==> config.mk <==
export PLATFORM = sky130hd
export DESIGN_NAME = pio_key_event_sequencer
export DESIGN_NICKNAME = d
export VERILOG_FILES = /design/src/rtl/pio_key_seq_pkg.sv /design/src/rtl/pio_key_evt_fifo.sv /design/src/rtl/pio_key_event_sequencer.sv
export SDC_FILE = /design/constraint.sdc
export NUM_CORES = 1
export LEC_CHECK = 0
export BUFFER_PORTS_ARGS = -buffer_cell sky130_fd_sc_hd__buf_2
export CAP_MARGIN = 15
export CORE_ASPECT_RATIO = 0.7
export CORE_MARGIN = 2
export CORE_UTILIZATION = 61
export CTS_BUF_LIST = sky130_fd_sc_hd__clkbuf_8
export DETAILED_ROUTE_END_ITERATION = 10
export PLACE_DENSITY = 0.87
export SETUP_SLACK_MARGIN = 0.02
export SLEW_MARGIN = 20
export SYNTH_ARGS = -nofsm -noshare
export SYNTH_HDL_FRONTEND = slang
export SYNTH_SLANG_ARGS = --single-unit
==> constraint.sdc <==
create_clock -name clk -period 5.65 [get_ports clk]
set_input_delay 0.2825 -clock clk [delete_from_list [all_inputs] [get_ports clk]]
set_output_delay 0.2825 -clock clk [all_outputs]
set_load 0.01 [all_outputs]
==> src/rtl/pio_key_seq_pkg.sv <==
// pio_key_seq_pkg: sequencer state encoding and key PIO register offsets
package pio_key_seq_pkg;
   localparam logic [3:0] ST_RST       = 4'd0;
   localparam logic [3:0] ST_INIT_MASK = 4'd1;
   localparam logic [3:0] ST_INIT_CLR  = 4'd2;
   localparam logic [3:0] ST_IDLE      = 4'd3;
   localparam logic [3:0] ST_CAP_A     = 4'd4;
   localparam logic [3:0] ST_CAP_D     = 4'd5;
   localparam logic [3:0] ST_CLR       = 4'd6;
   localparam logic [3:0] ST_LVL_A     = 4'd7;
   localparam logic [3:0] ST_LVL_D     = 4'd8;
   localparam logic [1:0] OFS_DATA = 2'd0;
   localparam logic [1:0] OFS_MASK = 2'd2;
   localparam logic [1:0] OFS_EDGE = 2'd3;
endpackage

==> src/rtl/pio_key_evt_fifo.sv <==
// pio_key_evt_fifo: show-ahead event FIFO; a push on full is taken when a pop frees a slot the same cycle
module pio_key_evt_fifo #(
   parameter int WIDTH = 20,
   parameter int DEPTH = 4
) (
   input  logic             clk,
   input  logic             reset_n,
   input  logic             push,
   input  logic             pop,
   input  logic [WIDTH-1:0] wdata,
   output logic [WIDTH-1:0] rdata,
   output logic             full,
   output logic             empty
);
   localparam int AW = $clog2(DEPTH);
   logic [WIDTH-1:0] mem [DEPTH];
   logic [AW:0] wr_ptr, rd_ptr;
   logic do_push, do_pop;
   assign empty   = wr_ptr == rd_ptr;
   assign full    = (wr_ptr[AW-1:0] == rd_ptr[AW-1:0]) && (wr_ptr[AW] != rd_ptr[AW]);
   assign do_pop  = pop && !empty;
   assign do_push = push && (!full || do_pop);
   assign rdata   = mem[rd_ptr[AW-1:0]];
   always_ff @(posedge clk) begin
      if (!reset_n) begin
         wr_ptr <= '0;
         rd_ptr <= '0;
      end else begin
         if (do_push) wr_ptr <= wr_ptr + (AW+1)'(1);
         if (do_pop) rd_ptr <= rd_ptr + (AW+1)'(1);
      end
   end
   always_ff @(posedge clk) begin
      if (do_push) mem[wr_ptr[AW-1:0]] <= wdata;
   end
endmodule

==> src/rtl/pio_key_event_sequencer.sv <==
// pio_key_event_sequencer: autonomous Avalon-MM master that services a key PIO and queues timestamped key events
module pio_key_event_sequencer
   import pio_key_seq_pkg::*;
#(
   parameter int                   KEY_WIDTH     = 2,
   parameter logic [KEY_WIDTH-1:0] IRQ_MASK_INIT = {KEY_WIDTH{1'b1}},
   parameter int                   TS_WIDTH      = 16,
   parameter int                   FIFO_DEPTH    = 4
) (
   input  logic                 clk,
   input  logic                 reset_n,
   input  logic                 enable,
   input  logic                 irq,
   output logic [1:0]           m_address,
   output logic                 m_chipselect,
   output logic                 m_write_n,
   output logic [31:0]          m_writedata,
   input  logic [31:0]          m_readdata,
   output logic                 evt_valid,
   input  logic                 evt_ready,
   output logic [KEY_WIDTH-1:0] evt_edges,
   output logic [KEY_WIDTH-1:0] evt_level,
   output logic [TS_WIDTH-1:0]  evt_time,
   output logic [7:0]           drop_count,
   output logic                 busy
);
   localparam int EW = 2*KEY_WIDTH + TS_WIDTH;
   logic [3:0] state, state_nx;
   logic [KEY_WIDTH-1:0] cap, rd_key, wr_val;
   logic [TS_WIDTH-1:0] ts, ts_cap;
   logic wr, rd, push, full, empty, drop, unused_rd;
   logic [EW-1:0] evt_data;
   assign rd_key    = m_readdata[KEY_WIDTH-1:0];
   assign unused_rd = ^m_readdata[31:KEY_WIDTH];
   always_comb begin
      state_nx = state;
      case (state)
         ST_RST:       state_nx = ST_INIT_MASK;
         ST_INIT_MASK: state_nx = ST_INIT_CLR;
         ST_INIT_CLR:  state_nx = ST_IDLE;
         ST_IDLE:      state_nx = (irq && enable) ? ST_CAP_A : ST_IDLE;
         ST_CAP_A:     state_nx = ST_CAP_D;
         ST_CAP_D:     state_nx = (rd_key == '0) ? ST_IDLE : ST_CLR;
         ST_CLR:       state_nx = ST_LVL_A;
         ST_LVL_A:     state_nx = ST_LVL_D;
         ST_LVL_D:     state_nx = ST_IDLE;
         default:      state_nx = ST_RST;
      endcase
   end
   assign wr           = state inside {ST_INIT_MASK, ST_INIT_CLR, ST_CLR};
   assign rd           = state inside {ST_CAP_A, ST_LVL_A};
   assign m_chipselect = wr || rd;
   assign m_write_n    = !wr;
   assign m_address    = (state == ST_INIT_MASK) ? OFS_MASK :
                         (state inside {ST_INIT_CLR, ST_CAP_A, ST_CLR}) ? OFS_EDGE : OFS_DATA;
   // CLR writes back only the bits that were captured, so later edges survive
   assign wr_val       = (state == ST_INIT_MASK) ? IRQ_MASK_INIT :
                         (state == ST_INIT_CLR) ? {KEY_WIDTH{1'b1}} :
                         (state == ST_CLR) ? cap : '0;
   assign m_writedata  = 32'(wr_val);
   assign busy         = state != ST_IDLE;
   assign push         = state == ST_LVL_D;
   assign drop         = push && full && !evt_ready;
   assign evt_data     = {cap, rd_key, ts_cap};
   assign evt_valid    = !empty;
   always_ff @(posedge clk) begin
      if (!reset_n) begin
         state      <= ST_RST;
         ts         <= '0;
         cap        <= '0;
         ts_cap     <= '0;
         drop_count <= '0;
      end else begin
         state <= state_nx;
         ts    <= ts + TS_WIDTH'(1);
         if (state == ST_CAP_D) begin
            cap    <= rd_key;
            ts_cap <= ts;
         end
         if (drop && drop_count != 8'hFF) drop_count <= drop_count + 8'd1;
      end
   end
   pio_key_evt_fifo #(.WIDTH(EW), .DEPTH(FIFO_DEPTH)) u_fifo (
      .clk(clk),
      .reset_n(reset_n),
      .push(push),
      .pop(evt_ready),
      .wdata(evt_data),
      .rdata({evt_edges, evt_level, evt_time}),
      .full(full),
      .empty(empty)
   );
endmodule

==> results of run 1 <==
[cells by family after synthesis]
group | count (synthesis) | share of synthesized area [%]
other cells | 1 | 0.0679
fa+ha+maj | 7 | 1.59
compound gates | 57 | 6.23
xor+xnor | 20 | 3.17
mux | 23 | 8.70
buf+inv | 55 | 5.85
simple gates | 127 | 11.3
flops | 134 | 63.1
[path summary, 6_finish.rpt]
| check | to | slack, ns | cells after the start |
|---|---|---|---|
| hold reg to reg | ts_cap[15] | 0.48 | 2 |
| hold / removal | u_fifo.mem[1][16] | 0.11 | 1 |
| setup / recovery | u_fifo.mem[1][1] | 2.87 | 3 |
| setup reg to reg | u_fifo.mem[1][1] | 2.87 | 3 |
[final cells by class]
type	instances	share of cell area, %
clock buffer	17	3.83
clock inverter	15	2.42
inverter	7	0.430
multi-input combinational	264	29.9
sequential	134	57.0
tap	124	2.54
timing repair buffer	44	3.81
[cells in the final DEF (no fill, tap or decap), drive strengths merged, types with 9 or more instances in the layout]
cell type and instances:
o21ai 9, xor2 15, inv 17, conb 30
a21oi 30, nor2 26, clkbuf 17, mux4 20
buf 44, dfxtp 54, edfxtp 80, nand2 47
[per-stage QoR]
step           power [mW]  hold WS, ns  instances  setup WS [ns]  area (um^2)
3_3_place_gp         1.11        0.452        572           2.98         5710
4_1_cts              1.86       0.0918        604           2.84         6090
3_5_place_dp         1.11        0.462        572           2.87         5710
6_report             1.85        0.113        605           2.87         6110
5_1_grt              1.91       0.0829        605           2.76         6110
2_1_floorplan        1.11        0.381        453           3.64         5630
[power breakdown]
group / leakage [nW] / switching [mW] / total [mW] / internal [mW]
sequential: 1.18 / 0.00797 / 1.03 / 1.03
combinational: 0.799 / 0.0381 / 0.0577 / 0.0196
clock: 0.187 / 0.427 / 0.756 / 0.329
[per-layer routing]
metal | vias to the layer above | wire length, um
met5 | - | 0
met4 | 0 | 167
met3 | 18 | 667
li1 | 1590 | -
met2 | 144 | 5110
met1 | 1694 | 4310
[worst register-to-register path, delay by kind of cell (launching register included)]
| family | cells | cell delay (ns) |
|---|---|---|
| AND/OR/NAND/NOR | 2 | 1.40 |
| flip-flops | 1 | 0.58 |
| AO/OA/AOI/OAI | 1 | 0.42 |
[state kept, by name, summed over array words and instances (netlist names), named ones only]
register       flops
ts                16
u_fifo.mem        80
ts_cap            16
u_fifo.wr_ptr      3
drop_count         8
cap                2
u_fifo.rd_ptr      3
state              4
==> summary.md, run 1 <==
| Metric | Value |
|---|---|
| Max Fanout on Critical Path | 20 |
| Worst Skew | 0.0127 ns |
| RSZ-0062 raised after global routing | false |
| ANT cells | 0 |
| Final ANT Viol Nets | 0 |
| Htree depth | 4 |
| Worst-Skew Late Latency | 0.44 ns |
| Die width | approximately 120 um |
| FF+latch count, synth | 134 |
| Max Cap Violations | 0 |
| Final Util | roughly 68% |
| Worst Path Buf+Inv | 0 |
| First-pass GRT wire length | 16300 um |
| CTS resizes | 0 |
| Layout Area Growth over Synthesis | 10.6% |
| CTS buffer count | 17 |
| Worst EP required | 5.71 ns |
| Total GRT Usage | 21.8% |
| Largest net degree at the start of global routing | 38 |
| Routing usage on met2 | between 30% and 40% |
| Max clock buf depth | 2 |
| Ys flop type | edfxtp_1 |
| Post-CTS Hold Fix Bufs | 0 |
| DRC violations left | 0 |
| I/O Pins | 103 |
| Delay-heaviest family, CP | simple AND/OR/NAND/NOR gates |
| Critical Path, Cell by Cell | nor4b_1, o41a_1, and2_1 |
| Total wire length | 10300 um |
| Vias/cell | 5.70 |
| Routed WL per cell | about 17 um |
| Post-Synthesis Cells | about 420 |
| Slew Limit Headroom | 26.5% |
| Worst-Margin Slew | 1.10 ns |
| Peak VDD IR | 0.129 mV |
| Share of flip-flops with an asynchronous set or reset | 0% |
| PwrDens | 303 nW/um^2 |
| Commonest cells in the netlist | edfxtp_1, dfxtp_1, nand2_1 |
| Storage cell area | 3480 um^2 |
| Footprint of the multi-input gates | 1830 um^2 |
| Crit path DAT | 2.84 ns |
| Yosys warning count | 0 |
| Fin. max-slew vios | 0 |
| Worst min-delay path startpoint | m_readdata[0] |
| Vias post-DR | 3446 |
| # setup viols final | 0 |
| GR Util met1 | 27.7% |
| Worst-path clk slew | 0.09 ns |
| Post-Syn Area per Cell | 13.0 um^2 |
| Setup Fix Bufs, Post-CTS | 0 |
| TritonRoute pass-1 iters | 5 |
| Sequential share of the synthesized area | 63.1% |
| Rows | 29 |
| Initial antenna violation count | 0 |
| CP startpoint | state[3] |
| # fillers | between 600 and 700 |
| Period minus WS final | 2.78 ns |
| Busiest grt layer | met2 |
| Root Buffer | clkbuf_8 |
| CP max stage cell | and2_1 |
| Nets@finish | 512 |
| Leak pwr | around 2.2 nW |
| Die ar. | 9840 um^2 |
| Peak per-stage delay on the critical path | 0.92 ns |
| Final Cycle Share | around half |
| Port Buffers | 42 |
| Crit. End Element | flip-flop |
| Fmax | 360 MHz |
| Area leader, netlist | edfxtp_1 |
| DRT iter0 DRCs | 370 |
| Top-count cell post-synth | edfxtp_1 |
| Setup TNS | 0 ns |
| Vias in the first global route | around 3.3k |
| Initial Util | 61.9% |
| Worst reg2reg path startpoint | state[3] |
| Post-synth cell types | 45 |
| EDFF count, synth | 80 |
| Run status | complete, no violations |
| Gpl congestion | 0.841 |
| Met3 global-route usage | 6.49% |
| Post-Syn Area | roughly 5500 um^2 |
| Die H | 83.6 um |
| Remaining Overflow, GRT | 0 |
| Synth top area cells | edfxtp_1, dfxtp_1, mux4_2 |
| Core box area | 8930 um^2 |
| Min-delay worst type | in -> reg |
| CTS tree | yes |
| Yosys top cell area share | a little over two fifths |
| Hpwl dp | roughly 6300 um |
| Layout cell share with drive strength beyond 1 | a little over a fifth |
| Fin. Hold Viols | 0 |
| Clock net sink count | ~130 |
| Crit Path Class | reg -> reg |
| Startpoint Class | flip-flop |
(Power assumes the default switching activity.)
==> run 2: changes to the inputs <==
- CORE_UTILIZATION: 61 -> 57
- PLACE_DENSITY: 0.87 -> 0.82
- clock period: 5.65 -> 2.8 ns (I/O delays scaled with it)
==> run 2 against run 1 <==
Against the previous run: via count decreased by 2.7%; final area rose by 1.2%; sequential power is 100% higher; sequential share of layout area decreased by 0.72 points; utilization fell by 3.8 points; cell count is 2.1% higher; setup slack got worse by 2.3 ns; flip-flop and latch count unchanged; power up 100%; non-clock buffer count grew 9; die area rose by 6.7%; worst hold slack lost 0.036 ns; critical endpoint is now u_fifo.mem[3][8].
==> summary.md, run 2 (synthesis gave the netlist of run 1 again) <==
| Metric | Value |
|---|---|
| Run status | complete, no violations |
| Worst Skew | 0.0119 ns |
| Largest net degree at the start of global routing | 32 |
| Most frequent cells in the layout | edfxtp_1, dfxtp_1, nand2_1 |
| Total GRT Usage | ~20% |
| CTS buffer count | 17 |
| Leak pwr | 2.21 nW |
| Flop pwr share | 56.2% |
| Crit. End Element | flip-flop |
| Setup TNS | 0 ns |
| Worst-Skew Late Latency | ~0.43 ns |
| R2R cell count | 4 |
| Final ANT Viol Nets | 0 |
| DRT iter0 DRCs | between 200 and 300 |
| DRC violations left | 0 |
| RSZ-0062 raised after global routing | false |
| Max Fanout on Critical Path | 20 |
| Fmax | between 400 and 500 MHz |
| Layout cell share with drive strength beyond 1 | between 20% and 30% |
| Htree depth | 4 |
| Internal power | 2.84 mW |
| Core box area | 9570 um^2 |
| # setup viols final | 0 |
| Worst EP required | around 2.9 ns |
| Gpl congestion | 0.785 |
| Worst-path clk slew | 0.07 ns |
| Max clock buf depth | 2 |
| Remaining Overflow, GRT | 0 |
| Min-delay worst type | in -> reg |
| # fillers | 677 |
| Switching share of power | between 20% and 30% |
| Setup Fix Bufs, Post-CTS | 0 |
| Peak VDD IR | 0.319 mV |
| Die H | 86.3 um |
| Sw Pwr | between 0.8 and 0.9 mW |
| Rows | 30 |
| Slew Limit Headroom | 55.8% |
| Footprint of the multi-input gates | between 1500 and 2000 um^2 |
| Worst-Margin Slew | 0.662 ns |
| First-pass GRT wire length | approximately 16000 um |
| Clock net sink count | between 100 and 150 |
| Die ar. | ~11000 um^2 |
| Vias/cell | 5.43 |
| Vias post-DR | 3353 |
| Initial antenna violation count | 0 |
| Total wire length | 9800 um |
| Crit Path Class | reg -> reg |
| Initial Util | 57.7% |
| PwrDens | 601 nW/um^2 |
| Most common cell after layout, fill and taps aside | edfxtp_1 |
| Die width | 122 um |
| Hold Slack | 0.0761 ns |
| Routed WL per cell | 15.9 um |
| I/O Pins | 103 |
| Clock network power share | 40.7% |
| Cell count of the worst hold path | 4 |
| ANT cells | 0 |
| Fin. Hold Viols | 0 |
| Max reg flops | 80 |
| TritonRoute pass-1 iters | 7 |
| Vias in the first global route | around 3.2k |
| Combinational share of power | 3.2% |
| Port Buffers | 42 |
| Layout Area Growth over Synthesis | 12.0% |
| Storage cell area | approximately 3500 um^2 |
| Fin. max-slew vios | 0 |
| Max Cap Violations | 0 |
| Root Buffer | clkbuf_8 |
| Nets@finish | 521 |
| Startpoint Class | flip-flop |
| PnR worst setup slack | around 0.53 ns |
| Hpwl dp | around 6300 um |
| Final Cycle Share | 81.2% |
| CTS tree | yes |
| Period minus WS final | 2.27 ns |
| Crit path DAT | 2.38 ns |
| Setup slack after placement | 0.550 ns |
[run 2: layout make-up]
type / count / share of cell area [%]
inverter: 7 / 0.425
timing repair buffer: 53 / 5.02
clock buffer: 17 / 3.78
tap: 128 / 2.59
clock inverter: 15 / 2.37
multi-input combinational: 264 / 29.5
sequential: 134 / 56.3
[run 2: power groups by stage]
stage	logic (mW)	clock network, mW	registers [mW]
floorplan	0.119	0	2.12
global placement	0.110	0	2.13
detailed placement	0.114	0	2.13
CTS	0.116	1.53	2.09
global route	0.129	1.63	2.09
finish	0.118	1.51	2.09
[run 2: through the flow]
step | cell area, um^2 | power [mW] | cells | util (%)
finish | 6180 | 3.72 | 618 | 64.6
global route | 6180 | 3.85 | 618 | 64.6
CTS | 6180 | 3.73 | 618 | 64.6
detailed placement | 5780 | 2.25 | 584 | 60.4
global placement | 5780 | 2.24 | 584 | 60.4
floorplan | 5630 | 2.24 | 453 | -
[run 2: worst paths after layout]
path,start,to,slack (ns)
worst max-delay path,state[3],u_fifo.mem[3][8],0.53
worst min-delay path,enable,state[2],0.08
worst max register to register,state[3],u_fifo.mem[3][8],0.53
worst min register to register,ts[0],ts[0],0.48
[run 2: routing by layer]
metal / part of all wire [%] / global-route usage [%] / vias to the layer above
met1: 44 / 25.6 / 1647
met5: 0 / 0 / -
met2: 51 / 33.1 / 95
met4: 1.2 / 8.15 / 0
li1: - / - / 1601
met3: 4.1 / 5.20 / 10
[run 2: repair_timing]
| action | CTS | global route |
|---|---|---|
| gates resized for setup | 0 | 0 |
| hold buffers | 2 | 0 |
| setup endpoints to repair | 0 | 0 |
| endpoints found under the hold margin | 9 | 0 |
[run 2: critical path: stages, from the launching register on]
cell     delay (ns)
dfxtp_1        0.58
nor4b_1        0.45
o41a_1         0.39
and2_1         0.20
buf_4          0.31
==> run 3: changes to the inputs <==
- clock period: 2.8 -> 2.1 ns (I/O delays scaled with it)
==> run 3 against run 2 <==
Against the previous run: non-clock buffer count is 7 higher; cell count grew 1.1%; highest routed layer unchanged; count of clock-buffer cells in the layout is the same; flip-flop and latch count unchanged.
==> summary.md, run 3 (synthesis gave the netlist of run 1 again) <==
| Metric | Value |
|---|---|
| Worst-Skew Late Latency | 0.43 ns |
| Die ar. | around 11000 um^2 |
| Most common cell after layout, fill and taps aside | edfxtp_1 |
| Fmax | 509 MHz |
| Total GRT Usage | 20.7% |
| GR Util met1 | 27.1% |
| TritonRoute pass-1 iters | 4 |
| Internal power | 3.93 mW |
| Vias/cell | 5.34 |
| DRT iter0 DRCs | between 300 and 400 |
| Gpl congestion | between 0.8 and 0.9 |
| Fin. max-slew vios | 0 |
| Clock net sink count | 134 |
| Layout cell share with drive strength beyond 1 | 22.9% |
| RSZ-0062 raised after global routing | false |
| Routing usage on met2 | 34.0% |
| Run status | complete, no violations |
| Crit path DAT | around 2.3 ns |
| I/O Pins | between 100 and 150 |
| Area post-placement | 5890 um^2 |
| Final Cycle Share | between 90% and 100% |
| Max Cap Violations | 0 |
| Flop pwr share | 54.1% |
| Min-delay worst type | in -> reg |
| Hpwl dp | 6290 um |
| PwrDens | between 800 and 900 nW/um^2 |
| Startpoint Class | flip-flop |
| Core box area | 9570 um^2 |
| Htree depth | 4 |
| Period minus WS final | around 2.0 ns |
| Hold Slack | 0.0573 ns |
| Peak VDD IR | 0.446 mV |
| Final Util | around two thirds |
| Clock network power share | 42.4% |
| Initial Util | 57.7% |
| Nets@finish | 528 |
| Combinational share of power | 3.6% |
| Most frequent cells in the layout | edfxtp_1, dfxtp_1, nand2_1 |
| Largest net degree at the start of global routing | 34 |
| CTS buffer count | 17 |
| Initial antenna violation count | 0 |
| Crit. End Element | flip-flop |
| Busiest grt layer | met2 |
| Port Buffers | 42 |
| Max Fanout on Critical Path | 13 |
| Met3 global-route usage | 6.32% |
| ANT cells | 0 |
| Remaining Overflow, GRT | 0 |
| Layout Area Growth over Synthesis | 14.5% |
| Setup TNS | 0 ns |
| Worst-path clk slew | 0.08 ns |
| Design Power | roughly 5 mW |
| # setup viols final | 0 |
| Root Buffer | clkbuf_8 |
| Storage cell area | 3480 um^2 |
| CTS tree | yes |
| First-pass GRT wire length | about 16000 um |
| Max clock buf depth | 2 |
| Sw Pwr | 1.20 mW |
| Leak pwr | between 2 and 2.5 nW |
| Footprint of the multi-input gates | between 1500 and 2000 um^2 |
| Setup slack after placement | between 0.1 and 0.15 ns |
| Final ANT Viol Nets | 0 |
| Vias post-DR | 3339 |
| Switching share of power | a little under a quarter |
| Max reg flops | 80 |
| R2R cell count | 4 |
| Die H | 86.3 um |
| Fin. Hold Viols | 0 |
| Rows | 30 |
| Design area | 6320 um^2 |
| Worst EP required | 2.45 ns |
| Total wire length | ~10000 um |
| Routed WL per cell | around 16 um |
| Vias in the first global route | 3160 |
| DRC violations left | 0 |
| Worst Skew | 0.0100 ns |
| Crit Path Class | reg -> reg |
| PnR worst setup slack | 0.134 ns |
| # placed instances | 591 |
| Die width | ~120 um |
| Post-Layout Cell Count | 625 |
| Cell count of the worst hold path | 4 |
| # fillers | 668 |
run 3: timing repair:
| item | in CTS | in global routing |
|---|---|---|
| gates resized for setup | 0 | 1 |
| buffers inserted | 0 | 0 |
| endpoints found under the hold margin | 10 | 0 |
| setup endpoints to repair | 0 | 12 |
| hold buffers | 2 | 0 |
run 3: area by class of cell:
class	instances	area share [%]
Timing Repair Buffer	60	6.59
Tap cell	128	2.53
Clock buffer	17	3.70
Clock inverter	15	2.81
Multi-Input combinational cell	264	28.9
Sequential cell	134	55.1
Inverter	7	0.416
run 3: worst max-delay path, stage by stage, from the launching register on:
cell	delay [ns]
dfxtp_1	0.43
xor2_1	0.17
or4_4	0.62
or4_1	0.53
a21oi_1	0.15
run 3: power by group through the flow:
| stage | combinational, mW | sequential (mW) | clock, mW |
|---|---|---|---|
| 6_report | 0.183 | 2.77 | 2.17 |
| 2_1_floorplan | 0.159 | 2.83 | 0 |
| 3_5_place_dp | 0.176 | 2.83 | 0 |
| 4_1_cts | 0.180 | 2.77 | 2.22 |
| 5_1_grt | 0.201 | 2.77 | 2.33 |
| 3_3_place_gp | 0.168 | 2.83 | 0 |
run 3: path summary, 6_finish.rpt:
| path | start | to | slack (ns) |
|---|---|---|---|
| setup / recovery | u_fifo.wr_ptr[1] | drop_count[5] | 0.13 |
| setup reg to reg | u_fifo.wr_ptr[1] | drop_count[5] | 0.13 |
| hold reg to reg | ts[15] | ts_cap[15] | 0.47 |
| hold / removal | enable | state[2] | 0.06 |
run 3: routing by layer:
layer / share of wire, % / routed length (um)
met1: 43 / 4370
met2: 51 / 5080
met3: 5.5 / 550
met4: 0.45 / 45
met5: 0 / 0
